<file path="src/rtl/bcd_timer_display.sv">
// BCD MM:SS timer advanced by rising edges of clk_div, driving a 4-digit multiplexed active-low 7-segment display.
// Latency: a count is visible 1 cycle after the tick; an/seg are registered 1 cycle after scan_idx and the digits.
// No backpressure: ticks arriving while run=0 or clr=1 are dropped. Optional macro LEADING_ZERO_BLANK_EN blanks leading minute zeros.
module bcd_timer_display #(
    parameter int unsigned SCAN_DIV = 1000
) (
    input  logic       clk_in,
    input  logic       rst,
    input  logic       clk_div,
    input  logic       run,
    input  logic       clr,
    output logic [3:0] sec_ones,
    output logic [3:0] sec_tens,
    output logic [3:0] min_ones,
    output logic [3:0] min_tens,
    output logic       carry,
    output logic [3:0] an,
    output logic [6:0] seg
);

    // Last value of the 20-bit scan counter before the display moves to the next digit.
    localparam logic [19:0] SCAN_LAST = 20'(SCAN_DIV - 1);

    // Segment pattern that turns every segment off.
    localparam logic [6:0] SEG_BLANK = 7'h7F;

    // clk_div sampled as data. The tick is its 0->1 transition in the clk_in domain.
    logic        div_q,      div_d;
    logic        tick;

    // Timer digits and the wrap pulse.
    logic [3:0]  sec_ones_q, sec_ones_d;
    logic [3:0]  sec_tens_q, sec_tens_d;
    logic [3:0]  min_ones_q, min_ones_d;
    logic [3:0]  min_tens_q, min_tens_d;
    logic        carry_q,    carry_d;

    // Display multiplexer state and its registered outputs.
    logic [19:0] scan_cnt_q, scan_cnt_d;
    logic [1:0]  scan_idx_q, scan_idx_d;
    logic [3:0]  an_q,       an_d;
    logic [6:0]  seg_q,      seg_d;
    logic        scan_last;
    logic [3:0]  cur_digit;
    logic        cur_blank;

    // Active-low {g,f,e,d,c,b,a} pattern for one BCD digit. Codes 10..15 never occur
    // in normal operation and are shown blank.
    function automatic logic [6:0] seg_decode(input logic [3:0] d);
        logic [6:0] s;
        case (d)
            4'd0:    s = 7'h40;
            4'd1:    s = 7'h79;
            4'd2:    s = 7'h24;
            4'd3:    s = 7'h30;
            4'd4:    s = 7'h19;
            4'd5:    s = 7'h12;
            4'd6:    s = 7'h02;
            4'd7:    s = 7'h78;
            4'd8:    s = 7'h00;
            4'd9:    s = 7'h10;
            default: s = SEG_BLANK;
        endcase
        return s;
    endfunction

    // Edge detect. div_d always follows clk_div, so an edge seen while the timer is
    // held or cleared is consumed and cannot fire again later.
    always_comb begin
        div_d = clk_div;
        tick  = clk_div & ~div_q;
    end

    // BCD count with ripple carry through SS and MM. clr wins over a same-cycle tick.
    // carry is high only in the cycle in which the timer wraps to 00:00.
    always_comb begin
        sec_ones_d = sec_ones_q;
        sec_tens_d = sec_tens_q;
        min_ones_d = min_ones_q;
        min_tens_d = min_tens_q;
        carry_d    = 1'b0;
        if (clr) begin
            sec_ones_d = 4'd0;
            sec_tens_d = 4'd0;
            min_ones_d = 4'd0;
            min_tens_d = 4'd0;
        end else if (tick && run) begin
            if (sec_ones_q != 4'd9) begin
                sec_ones_d = sec_ones_q + 4'd1;
            end else begin
                sec_ones_d = 4'd0;
                if (sec_tens_q != 4'd5) begin
                    sec_tens_d = sec_tens_q + 4'd1;
                end else begin
                    sec_tens_d = 4'd0;
                    if (min_ones_q != 4'd9) begin
                        min_ones_d = min_ones_q + 4'd1;
                    end else begin
                        min_ones_d = 4'd0;
                        if (min_tens_q != 4'd5) begin
                            min_tens_d = min_tens_q + 4'd1;
                        end else begin
                            min_tens_d = 4'd0;
                            carry_d    = 1'b1;
                        end
                    end
                end
            end
        end
    end

    // Scan timing. Each digit is selected for SCAN_DIV cycles, independent of run and clr.
    always_comb begin
        scan_last = (scan_cnt_q == SCAN_LAST);
        if (scan_last) begin
            scan_cnt_d = 20'd0;
            scan_idx_d = scan_idx_q + 2'd1;
        end else begin
            scan_cnt_d = scan_cnt_q + 20'd1;
            scan_idx_d = scan_idx_q;
        end
    end

    // Digit select and segment decode for the currently scanned position.
    always_comb begin
        case (scan_idx_q)
            2'd0:    cur_digit = sec_ones_q;
            2'd1:    cur_digit = sec_tens_q;
            2'd2:    cur_digit = min_ones_q;
            default: cur_digit = min_tens_q;
        endcase
`ifdef LEADING_ZERO_BLANK_EN
        // A zero tens-of-minutes is suppressed, and the ones-of-minutes digit too when
        // the whole minute field is zero. Seconds always show.
        cur_blank = ((scan_idx_q == 2'd3) && (min_tens_q == 4'd0)) ||
                    ((scan_idx_q == 2'd2) && (min_tens_q == 4'd0) && (min_ones_q == 4'd0));
`else
        cur_blank = 1'b0;
`endif
        an_d  = ~(4'b0001 << scan_idx_q);
        seg_d = cur_blank ? SEG_BLANK : seg_decode(cur_digit);
    end

    // All state. Reset is asynchronous and blanks the display immediately.
    always_ff @(posedge clk_in or negedge rst) begin
        if (!rst) begin
            div_q      <= 1'b0;
            sec_ones_q <= 4'd0;
            sec_tens_q <= 4'd0;
            min_ones_q <= 4'd0;
            min_tens_q <= 4'd0;
            carry_q    <= 1'b0;
            scan_cnt_q <= 20'd0;
            scan_idx_q <= 2'd0;
            an_q       <= 4'b1111;
            seg_q      <= SEG_BLANK;
        end else begin
            div_q      <= div_d;
            sec_ones_q <= sec_ones_d;
            sec_tens_q <= sec_tens_d;
            min_ones_q <= min_ones_d;
            min_tens_q <= min_tens_d;
            carry_q    <= carry_d;
            scan_cnt_q <= scan_cnt_d;
            scan_idx_q <= scan_idx_d;
            an_q       <= an_d;
            seg_q      <= seg_d;
        end
    end

    // Outputs come straight from flops.
    always_comb begin
        sec_ones = sec_ones_q;
        sec_tens = sec_tens_q;
        min_ones = min_ones_q;
        min_tens = min_tens_q;
        carry    = carry_q;
        an       = an_q;
        seg      = seg_q;
    end

endmodule
</file>
<file path="config.mk">
export PLATFORM = sky130hd
export DESIGN_NAME = bcd_timer_display
export DESIGN_NICKNAME = d
export VERILOG_FILES = /design/src/rtl/bcd_timer_display.sv
export SDC_FILE = /design/constraint.sdc
export NUM_CORES = 1
export LEC_CHECK = 0
export CORE_AREA = 8 8 69 86
export CTS_CLUSTER_SIZE = 30
export DETAILED_ROUTE_END_ITERATION = 10
export DIE_AREA = 0 0 77 94
export GPL_ROUTABILITY_DRIVEN = 0
export PLACE_DENSITY = 0.88
export SYNTH_ARGS = -nofsm -noshare
export SYNTH_HDL_FRONTEND = slang
export SYNTH_SLANG_ARGS = --single-unit
export TNS_END_PERCENT = 20
</file>
<file path="constraint.sdc">
create_clock -name clk_in -period 5.6 [get_ports clk_in]
set_input_delay 0.84 -clock clk_in [delete_from_list [all_inputs] [get_ports clk_in]]
set_output_delay 0.84 -clock clk_in [all_outputs]
set_load 0.02 [all_outputs]
</file>
==> results_dict.tcl <==
set metrics [dict create \
    portBuffers 32 \
    synth_warnings 0 \
    final_area_mm2 0.003085 \
    synth_xor_area_frac 0.06294 \
    setup_tns_ps 0 \
    worstSetupPathType "register to output pin" \
    yosysSeqAreaShare 0.4879 \
    cts_tree "done" \
    dieArea_mm2 0.007238 \
    vdd_ir_drop_max_mv 0.1815 \
    numPlacedInstances 345 \
    vias_per_cell 5.654 \
    grt_max_degree 52 \
    max_cap_viol_count 0 \
    synth.area.mux_share 0.05253 \
    n_antenna_cell 0 \
    synth_area_leader_cell "dfrtp_1" \
    wl_met1_um 2063 \
    cp_max_fo 9 \
    synth_compound_area_frac 0.07146 \
    period_needed_ps 2322 \
    fin_nets 312 \
    synthAdderAreaFrac 0.07099 \
    cts_made_buffers 5 \
    syn_area_per_cell_um2 10.21 \
    rsz0062_at_grt "false" \
    fmax_mhz 430.7 \
    firstDrtPassIters 4 \
    whs_ps 454.0 \
    hold_viol 0 \
    synthesis.nets 279 \
    vias 1996 \
    dpl.hpwl_um 3788 \
    post_cts_resized 0 \
    cts-root-buf "clkbuf_8" \
    dieWidth_um 77 \
    grt_pass1_vias 1967 \
    clkLatencyLatePin_ps 310 \
    cts-hold-fix-buffers 0 \
    worst_pin_slew_ps 1081 \
    coreArea_mm2 0.004624 \
    syn_to_final_growth_pct 16.71 \
    ys.flop_type "dfrtp_1" \
    placed_cell_area_mm2 0.003002 \
    synth_area_leaders "dfrtp_1 38%, dfstp_2 11%, ha_1 7.1%" \
    drive_above_1_share 0.09215 \
    layout_commonest_cell "dfrtp_1" \
    synth_top_family_by_area "simple AND/OR/NAND/NOR gates" \
    io_pins 33 \
    rows 28 \
    netlist.area_leader.share 0.3786 \
    drv_slew 0 \
    post_cts_buffers 0 \
    holdCritPathClass "register to register" \
    slowest_delay_ps 660 \
    grt_pass1_wl_um 9177 \
    preCtsSetupSlack_ps 3043 \
    path_cells "clkdlybuf4s50_1" \
    wl_um 5141 \
    synth.distinct_cells 39 \
    final-seq-area_mm2 0.001290 \
    crit_arrival_ps 1480 \
    ant_nets 0 \
    n_fill_cell 362 \
    cts_max_path_buffers 2 \
    end_kind "output pin" \
    min_period_over_period 0.4146 \
    power_density_mw_per_mm2 196.2 \
    met3_length_um 289 \
    path_buf_inv 1 \
    synth-edff-count 0 \
    layout_common_cells "40 x dfrtp_1, 31 x clkdlybuf4s50_1, 22 x nor2_1" \
    max-slew-margin-rel 0.2790 \
    antenna_found_initial 0 \
    syn_area_mm2 0.002644 \
    gr-usage-all-layers 0.1550 \
    cts_max_level 2 \
    required_ps 4760 \
    die_h_um 94 \
    drtIter0Drc 168 \
    cp-start-kind "register" \
    multiInputGateArea_mm2 0.001250 \
    status "completed" \
    wl_per_cell_um 14.56 \
    syn_inst 259 \
    met2_length_um 2697 \
    yosys.area_share.simple 0.2149 \
    synthArstFlopShare 1.000 \
    finalWorstSetupSlack_ps 3278 \
    ys_seq_elements 51 \
    grt_overflow 0 \
    cp_top_family "buffers and inverters" \
    finClkSkew_ps 7.619 \
    start_util 0.5717 \
    clk_pin_slew_worst_paths_ps 90 \
    power.leakage_uw 0.001370 \
    finalSetupViolCount 0 \
    instances_no_fill 353 \
    top_layer_used "met4" \
    drc 0 \
    clock-sinks 51 \
    crit_slowest_cell "clkdlybuf4s50_1" \
]
[power breakdown]
| part | internal, uW | switching, uW | total (uW) |
|---|---|---|---|
| sequential | 372 | 1.41 | 373 |
| clock | 87.9 | 119 | 207 |
| combinational | 8.46 | 16.7 | 25.1 |
| total | 468 | 137 | 605 |
[path summary, 6_finish.rpt]
kind	cells past startpoint	endpoint	slack, ps	from
min reg2reg	1	scan_cnt_q[0]$_DFF_PN0_	450	scan_cnt_q[0]$_DFF_PN0_
max reg2reg	6	seg[1]$_DFF_PN1_	3540	scan_idx_q[0]$_DFFE_PN0N_
max	1	min_ones[1]	3280	min_ones[1]$_DFFE_PN0P_
min in group asynchronous	1	min_ones[2]$_DFFE_PN0P_	730	rst
max in group asynchronous	1	scan_cnt_q[11]$_DFF_PN0_	4210	rst
min	1	scan_cnt_q[0]$_DFF_PN0_	450	scan_cnt_q[0]$_DFF_PN0_
[stage by stage]
stage / total power (uW) / utilization
detailed placement: 406.2 / 0.6491
CTS: 615.4 / 0.6672
finish: 605.4 / 0.6672
global route: 633.7 / 0.6672
global placement: 405.4 / 0.6491
floorplan: 390.6 / -
[synth_stat cells, types with 8 or more instances]
| library cell | n |
|---|---|
| dfrtp_1 | 40 |
| nor2_1 | 22 |
| nand2_1 | 20 |
| inv_1 | 18 |
| a21oi_1 | 16 |
| ha_1 | 15 |
| xor2_1 | 14 |
| dfstp_2 | 11 |
| nand3_1 | 11 |
| mux2i_1 | 9 |
| nand4_1 | 9 |
| nor3_1 | 8 |
| o21ai_0 | 8 |
[flip-flops by register name, indices dropped and copies added (netlist names)]
name and cells:
min_tens 4, sec_ones 4, carry 1, scan_idx_q 2, scan_cnt_q 20, an 4, sec_tens 4, seg 7
div_q 1, min_ones 4
[cells by family after synthesis]
| logic type | Yosys count |
|---|---|
| flops | 51 |
| compound gates | 32 |
| simple gates | 104 |
| xor+xnor | 19 |
| mux | 13 |
| fa+ha+maj | 15 |
| buf+inv | 25 |
[layer usage]
layer  global-route usage  vias to the layer above
met2               0.2740                       52
li1                     -                      979
met3              0.04885                        8
met5                    0                        -
met4              0.06467                        0
met1               0.1681                      957
[layout make-up]
class                           instances  share of cell area
Clock buffer                            6             0.02352
Tap cell                               60             0.02433
Timing Repair Buffer                   32              0.1022
Multi-Input combinational cell        183              0.4051
Inverter                               19             0.02311
Clock inverter                          2            0.003650
Sequential cell                        51              0.4181
No activity file was read; power rests on OpenSTA's default activity.
